## src/rtl/axi3_mem_arbiter_pkg.sv

```systemverilog
// Shared AXI3 bundle types, FSM state encodings and requester index map for
// the cache-side memory arbiter.
package axi3_mem_arbiter_pkg;

  localparam int ADDR_W = 32;
  localparam int DATA_W = 32;
  localparam int ID_W   = 4;
  localparam int STRB_W = DATA_W / 8;

  // Requester slots; the granted slot index is also the ID driven on the bus.
  localparam int ICACHE_RD_IDX      = 0;
  localparam int DCACHE_RD_IDX      = 1;
  localparam int DCACHE_PASS_RD_IDX = 2;
  localparam int DCACHE_WR_IDX      = 0;
  localparam int DCACHE_PASS_WR_IDX = 1;

  typedef struct packed {
    logic [ID_W-1:0]   arid;
    logic [ADDR_W-1:0] araddr;
    logic [3:0]        arlen;
    logic [2:0]        arsize;
    logic [1:0]        arburst;
    logic              arvalid;
    logic              rready;
  } axi3_rd_req_t;

  typedef struct packed {
    logic              arready;
    logic [ID_W-1:0]   rid;
    logic [DATA_W-1:0] rdata;
    logic [1:0]        rresp;
    logic              rlast;
    logic              rvalid;
  } axi3_rd_resp_t;

  typedef struct packed {
    logic [ID_W-1:0]   awid;
    logic [ADDR_W-1:0] awaddr;
    logic [3:0]        awlen;
    logic [2:0]        awsize;
    logic [1:0]        awburst;
    logic              awvalid;
    logic [ID_W-1:0]   wid;
    logic [DATA_W-1:0] wdata;
    logic [STRB_W-1:0] wstrb;
    logic              wlast;
    logic              wvalid;
    logic              bready;
  } axi3_wr_req_t;

  typedef struct packed {
    logic              awready;
    logic              wready;
    logic [ID_W-1:0]   bid;
    logic [1:0]        bresp;
    logic              bvalid;
  } axi3_wr_resp_t;

  typedef enum logic [1:0] {RD_IDLE, RD_ADDR, RD_DATA} rd_arb_state_t;
  typedef enum logic [1:0] {WR_IDLE, WR_ADDR, WR_DATA, WR_RESP} wr_arb_state_t;

  function automatic int idx_w(input int n);
    return (n > 1) ? $clog2(n) : 1;
  endfunction

endpackage

```

## src/rtl/axi3_mem_arbiter_rr_arbiter.sv

```systemverilog
// Rotating-priority picker: scan starts at ptr and wraps. Tying ptr to 0
// gives fixed lowest-index-wins priority.
module rr_arbiter
  import axi3_mem_arbiter_pkg::*;
#(
  parameter int N  = 2,
  parameter int IW = idx_w(N)
) (
  input  logic [N-1:0]  req,
  input  logic [IW-1:0] ptr,
  output logic [N-1:0]  gnt,
  output logic [IW-1:0] idx
);

  logic hit;

  always_comb begin
    gnt = '0;
    idx = '0;
    hit = 1'b0;
    // First pass covers ptr..N-1, second pass wraps to 0..ptr-1.
    for (int i = 0; i < N; i++) begin
      if (!hit && req[i] && (i >= int'(ptr))) begin
        gnt[i] = 1'b1;
        idx    = IW'(i);
        hit    = 1'b1;
      end
    end
    for (int i = 0; i < N; i++) begin
      if (!hit && req[i] && (i < int'(ptr))) begin
        gnt[i] = 1'b1;
        idx    = IW'(i);
        hit    = 1'b1;
      end
    end
  end

endmodule

```

## src/rtl/axi3_mem_arbiter.sv

```systemverilog
// Shares one AXI3 master port between cache requesters; read and write
// channels are arbitrated independently, one burst in flight per channel.
module axi3_mem_arbiter
  import axi3_mem_arbiter_pkg::*;
#(
  parameter int N_RD  = 3,
  parameter int N_WR  = 2,
  parameter bit RD_RR = 1'b1,
  parameter bit WR_RR = 1'b1
) (
  input  logic                     clk,
  input  logic                     rst,
  input  axi3_rd_req_t  [N_RD-1:0] s_rd_req,
  output axi3_rd_resp_t [N_RD-1:0] s_rd_resp,
  input  axi3_wr_req_t  [N_WR-1:0] s_wr_req,
  output axi3_wr_resp_t [N_WR-1:0] s_wr_resp,
  output axi3_rd_req_t             m_rd_req,
  input  axi3_rd_resp_t            m_rd_resp,
  output axi3_wr_req_t             m_wr_req,
  input  axi3_wr_resp_t            m_wr_resp
);

  localparam int RIW = idx_w(N_RD);
  localparam int WIW = idx_w(N_WR);

  rd_arb_state_t   rd_state, rd_state_nxt;
  wr_arb_state_t   wr_state, wr_state_nxt;
  logic [RIW-1:0]  rd_g, rd_ptr, rd_arb_idx;
  logic [WIW-1:0]  wr_g, wr_ptr, wr_arb_idx;
  logic [N_RD-1:0] rd_reqv, rd_arb_oh, rd_arid_unused;
  logic [N_WR-1:0] wr_reqv, wr_arb_oh, wr_id_unused;
  logic            rd_any, wr_any;

  // Requester-supplied IDs are replaced by the slot index.
  for (genvar i = 0; i < N_RD; i++) begin : g_rd_req
    assign rd_reqv[i]        = s_rd_req[i].arvalid;
    assign rd_arid_unused[i] = ^s_rd_req[i].arid;
  end
  for (genvar i = 0; i < N_WR; i++) begin : g_wr_req
    assign wr_reqv[i]      = s_wr_req[i].awvalid;
    assign wr_id_unused[i] = ^{s_wr_req[i].awid, s_wr_req[i].wid};
  end

  rr_arbiter #(.N(N_RD), .IW(RIW)) u_rd_arb (
    .req (rd_reqv),
    .ptr (RD_RR ? rd_ptr : '0),
    .gnt (rd_arb_oh),
    .idx (rd_arb_idx)
  );

  rr_arbiter #(.N(N_WR), .IW(WIW)) u_wr_arb (
    .req (wr_reqv),
    .ptr (WR_RR ? wr_ptr : '0),
    .gnt (wr_arb_oh),
    .idx (wr_arb_idx)
  );

  assign rd_any = |rd_arb_oh;
  assign wr_any = |wr_arb_oh;

  always_ff @(posedge clk) begin
    if (rst) begin
      rd_state <= RD_IDLE;
      rd_g     <= '0;
      rd_ptr   <= '0;
    end else begin
      rd_state <= rd_state_nxt;
      if (rd_state == RD_IDLE && rd_any) rd_g <= rd_arb_idx;
      if (rd_state == RD_DATA && rd_state_nxt == RD_IDLE)
        rd_ptr <= (rd_g == RIW'(N_RD - 1)) ? '0 : rd_g + 1'b1;
    end
  end

  always_comb begin
    rd_state_nxt = rd_state;
    m_rd_req     = '0;
    s_rd_resp    = '0;
    case (rd_state)
      RD_IDLE: if (rd_any) rd_state_nxt = RD_ADDR;
      RD_ADDR: begin
        m_rd_req.arid           = ID_W'(rd_g);
        m_rd_req.araddr         = s_rd_req[rd_g].araddr;
        m_rd_req.arlen          = s_rd_req[rd_g].arlen;
        m_rd_req.arsize         = s_rd_req[rd_g].arsize;
        m_rd_req.arburst        = s_rd_req[rd_g].arburst;
        m_rd_req.arvalid        = s_rd_req[rd_g].arvalid;
        s_rd_resp[rd_g].arready = m_rd_resp.arready;
        if (s_rd_req[rd_g].arvalid && m_rd_resp.arready) rd_state_nxt = RD_DATA;
      end
      RD_DATA: begin
        m_rd_req.rready        = s_rd_req[rd_g].rready;
        s_rd_resp[rd_g].rid    = m_rd_resp.rid;
        s_rd_resp[rd_g].rdata  = m_rd_resp.rdata;
        s_rd_resp[rd_g].rresp  = m_rd_resp.rresp;
        s_rd_resp[rd_g].rlast  = m_rd_resp.rlast;
        s_rd_resp[rd_g].rvalid = m_rd_resp.rvalid;
        if (m_rd_resp.rvalid && s_rd_req[rd_g].rready && m_rd_resp.rlast)
          rd_state_nxt = RD_IDLE;
      end
      default: rd_state_nxt = RD_IDLE;
    endcase
  end

  always_ff @(posedge clk) begin
    if (rst) begin
      wr_state <= WR_IDLE;
      wr_g     <= '0;
      wr_ptr   <= '0;
    end else begin
      wr_state <= wr_state_nxt;
      if (wr_state == WR_IDLE && wr_any) wr_g <= wr_arb_idx;
      if (wr_state == WR_RESP && wr_state_nxt == WR_IDLE)
        wr_ptr <= (wr_g == WIW'(N_WR - 1)) ? '0 : wr_g + 1'b1;
    end
  end

  // W is only forwarded in WR_DATA, so bursts cannot interleave on the bus.
  always_comb begin
    wr_state_nxt = wr_state;
    m_wr_req     = '0;
    s_wr_resp    = '0;
    case (wr_state)
      WR_IDLE: if (wr_any) wr_state_nxt = WR_ADDR;
      WR_ADDR: begin
        m_wr_req.awid           = ID_W'(wr_g);
        m_wr_req.awaddr         = s_wr_req[wr_g].awaddr;
        m_wr_req.awlen          = s_wr_req[wr_g].awlen;
        m_wr_req.awsize         = s_wr_req[wr_g].awsize;
        m_wr_req.awburst        = s_wr_req[wr_g].awburst;
        m_wr_req.awvalid        = s_wr_req[wr_g].awvalid;
        s_wr_resp[wr_g].awready = m_wr_resp.awready;
        if (s_wr_req[wr_g].awvalid && m_wr_resp.awready) wr_state_nxt = WR_DATA;
      end
      WR_DATA: begin
        m_wr_req.wid           = ID_W'(wr_g);
        m_wr_req.wdata         = s_wr_req[wr_g].wdata;
        m_wr_req.wstrb         = s_wr_req[wr_g].wstrb;
        m_wr_req.wlast         = s_wr_req[wr_g].wlast;
        m_wr_req.wvalid        = s_wr_req[wr_g].wvalid;
        s_wr_resp[wr_g].wready = m_wr_resp.wready;
        if (s_wr_req[wr_g].wvalid && m_wr_resp.wready && s_wr_req[wr_g].wlast)
          wr_state_nxt = WR_RESP;
      end
      WR_RESP: begin
        m_wr_req.bready        = s_wr_req[wr_g].bready;
        s_wr_resp[wr_g].bid    = m_wr_resp.bid;
        s_wr_resp[wr_g].bresp  = m_wr_resp.bresp;
        s_wr_resp[wr_g].bvalid = m_wr_resp.bvalid;
        if (m_wr_resp.bvalid && s_wr_req[wr_g].bready) wr_state_nxt = WR_IDLE;
      end
      default: wr_state_nxt = WR_IDLE;
    endcase
  end

endmodule

```

## config.mk

```make
export PLATFORM = sky130hd
export DESIGN_NAME = axi3_mem_arbiter
export DESIGN_NICKNAME = d
export VERILOG_FILES = /design/src/rtl/axi3_mem_arbiter_pkg.sv /design/src/rtl/axi3_mem_arbiter_rr_arbiter.sv /design/src/rtl/axi3_mem_arbiter.sv
export SDC_FILE = /design/constraint.sdc
export NUM_CORES = 1
export LEC_CHECK = 0
export BUFFER_PORTS_ARGS = -buffer_cell sky130_fd_sc_hd__buf_2
export CORE_AREA = 10 10 244 246
export DETAILED_ROUTE_END_ITERATION = 10
export DIE_AREA = 0 0 254 256
export SYNTH_ARGS = -nofsm -noshare
export SYNTH_HDL_FRONTEND = slang
export SYNTH_SLANG_ARGS = --single-unit
```

## constraint.sdc

```tcl
create_clock -name clk -period 1.8 [get_ports clk]
set_input_delay 0 -clock clk [delete_from_list [all_inputs] [get_ports clk]]
set_output_delay 0 -clock clk [all_outputs]
set_load 0.01 [all_outputs]
```

==> run summary <==
Final WL -> 30600 um
CTS root buf -> clkbuf_16
Failing checks -> setup timing
Syn-to-layout area delta -> 120%
Top cells by area, synth -> and2_1 30%, mux2i_1 21%, a22o_1 9.4%
DP HPWL -> 25600 um
Design area -> 8430 sq um
Core ar. -> 54700 sq um
Setup slack, reg-to-reg -> -0.06 ns
GRT Util Overall -> 8.13%
Routed WL per cell -> 16.2 um
Clock transition at the registers of the reported paths -> 0.04 ns
Final slew viol count -> 0
FP Rows -> 86
Antenna violations before repair -> 7
Adder-Cell Fraction of Synth Area -> 1.31%
Share of cells above drive strength 1 -> 58.2%
Hold Worst Slack -> 0.0609 ns
Die width -> 254 um
# clock sinks -> 10
Initial DRC count -> 422
Xor/xnor share of the synthesized area -> 0%
Die area -> 65000 sq um
Largest family of logic cells by synthesized area -> simple AND/OR/NAND/NOR gates
Synth Area in Compound Gates -> 19.7%
Static leakage power -> 4.48 nW
P per Cell Area -> 318 nW/um^2
Top-count cell post-synth -> and2_1
Cell count after synthesis -> 587
Post-Synth Simple-Gate Area -> 44.4%
Placement-stage cell area -> 7830 sq um
Final nets -> 1560
Period utilization -> 103%
Number of port buffers -> 611
Area of the mapped netlist -> 3830 sq um
Setup violators final -> 1
Placed insts -> 1871
Overflow after GRT -> 0
Hold/Removal Path Class -> input port to flip-flop
Post-synthesis mux area share -> 21.7%
Synth area leader -> and2_1
Final ANT Viol Nets -> 0
Yosys reg bits -> 10
Main flop type after synthesis -> dfxtp_1
Critical Path End Type -> flip-flop
Clk_skew -> 0.00152 ns
Syn_area_per_cell -> 6.52 sq um
Status -> finished, violations left
Hold Vio Cnt, Final -> 0
Die H -> 256 um
Setup WS pre-CTS -> -0.0558 ns
Synth cell types -> 37
Minimum clock period -> 1.86 ns
Vias per inst -> 3.48
Top-Level Pins -> 648
CP startpoint kind -> flip-flop
RSZ-0062 raised after global routing -> true
Post-synth top cells -> 181 x and2_1, 82 x mux2i_1, 51 x nor2_1
H-tree levels -> 1
GPL Wtd Cong -> 0.895
# Max-Cap Violations -> 0
Maximum clock insertion buffer count -> 2
WP data arrival -> 2.04 ns
DR DRC count -> 0
Cts hold-fix bufs -> 0
Peak Freq -> 538 MHz
First-pass DRT Iterations -> 4
Via Count -> 6575
VDD IR-drop max -> 0.214 mV
CP Max Fanout -> 4
Worst endpoint required time -> 1.98 ns
CTS tree -> built
Number of synthesized flops with an enable pin -> 0
Sequential-to-total area share from yosys stat -> 5.23%
Global-route wire length before repair -> 40800 um
Total CTS buffers -> 3
Initial Util -> 7.00%
Clk_lat worst skew -> 0.24 ns
Synth top area share -> 29.6%
Vias in the first global route -> 6830
Crit Path Class -> flip-flop to flip-flop
Post-synth ARST share -> 0%
Setup WS post-layout -> -0.0571 ns
Largest net degree at the start of global routing -> 45
Non-filler cells, final -> 1889
Ys Warns -> 0
## worst paths after layout
| path | from | to | depth (start not counted) |
|---|---|---|---|
| max reg2reg | rd_g[0] | rd_ptr[0] | 6 |
| min | s_wr_req[132] | wr_g | 3 |
| min reg2reg | wr_ptr | wr_ptr | 2 |
| max | rd_g[0] | rd_ptr[0] | 6 |
## power by group
part | internal (W) | switching [W] | leakage, nW
Clock | 0.000335 | 0.000114 | 0.0442
Combinational | 0.000941 | 0.00102 | 4.35
Sequential | 0.000241 | 0.0000264 | 0.0846
Total | 0.00152 | 0.00116 | 4.48
## flip-flops by register name, indices dropped and copies added (netlist names)
| signal | cells |
|---|---|
| rd_g | 2 |
| rd_state | 2 |
| wr_g | 1 |
| wr_ptr | 1 |
| wr_state | 2 |
| rd_ptr | 2 |
## metrics by stage
stage | TNS, ns | utilization, % | total power, W
detailed placement | -0.0607 | 14.3 | 0.00212
floorplan | -0.00622 | - | 0.00117
global route | -0.457 | 15.4 | 0.00289
global placement | -0.0307 | 14.3 | 0.00212
CTS | -0.0648 | 14.9 | 0.00264
finish | -0.0571 | 15.4 | 0.00268
## cell type report
| cell class | count | area, sq um |
|---|---|---|
| well taps | 704 | 881 |
| flip-flops and latches | 10 | 214 |
| clock buffers | 4 | 88.8 |
| multi-input cells | 517 | 3520 |
| diodes | 1 | 2.50 |
| fillers | 6333 | 46200 |
| inverters | 6 | 27.5 |
| repair buffers | 647 | 3700 |
## layer usage
metal / track usage (%) / wire length [um] / up-vias
li1: - / - / 3172
met1: 9.07 / 11900 / 2938
met2: 14.1 / 14400 / 420
met3: 3.12 / 3660 / 43
met4: 2.18 / 687 / 2
met5: 0 / 17 / -
## layout by cell type (no fill, tap or decap), types with 3 or more instances in the layout
cell | synthesis | layout
inv_1 | 6 | 4
dfxtp_1 | 10 | 5
nor2_1 | 51 | 48
buf_12 | 0 | 11
buf_16 | 0 | 3
buf_6 | 0 | 18
and2_4 | 0 | 15
dfxtp_4 | 0 | 3
nor3_1 | 6 | 5
clkbuf_16 | 0 | 7
buf_2 | 3 | 596
a22o_1 | 41 | 41
nand2_1 | 49 | 48
mux2i_1 | 82 | 82
o21ai_0 | 48 | 46
nand2b_1 | 7 | 7
a21oi_1 | 9 | 8
buf_4 | 9 | 15
nand3_1 | 3 | 3
conb_1 | 1 | 8
and2_1 | 181 | 166
nor2b_1 | 7 | 5
## repair_timing
item                       CTS  global route
setup endpoints to repair  131            78
pin swaps                    1             5
gates resized for setup     25            40
cloned                       3             5
buffers inserted             3             3
## worst max-delay path: stages, from the launching register on
cell	delay [ns]
dfxtp_4	0.35
mux2i_1	0.13
or3b_4	0.39
a31oi_4	0.21
a32oi_2	0.14
or4_1	0.44
a21oi_2	0.12
## kinds of logic after synthesis
group / after synthesis
AO/OA/AOI/OAI: 110
adder cells (fa/ha/maj): 4
AND/OR/NAND/NOR: 312
buffers and inverters: 67
other: 1
multiplexers: 83
flip-flops: 10
No activity file was read; power rests on OpenSTA's default activity.
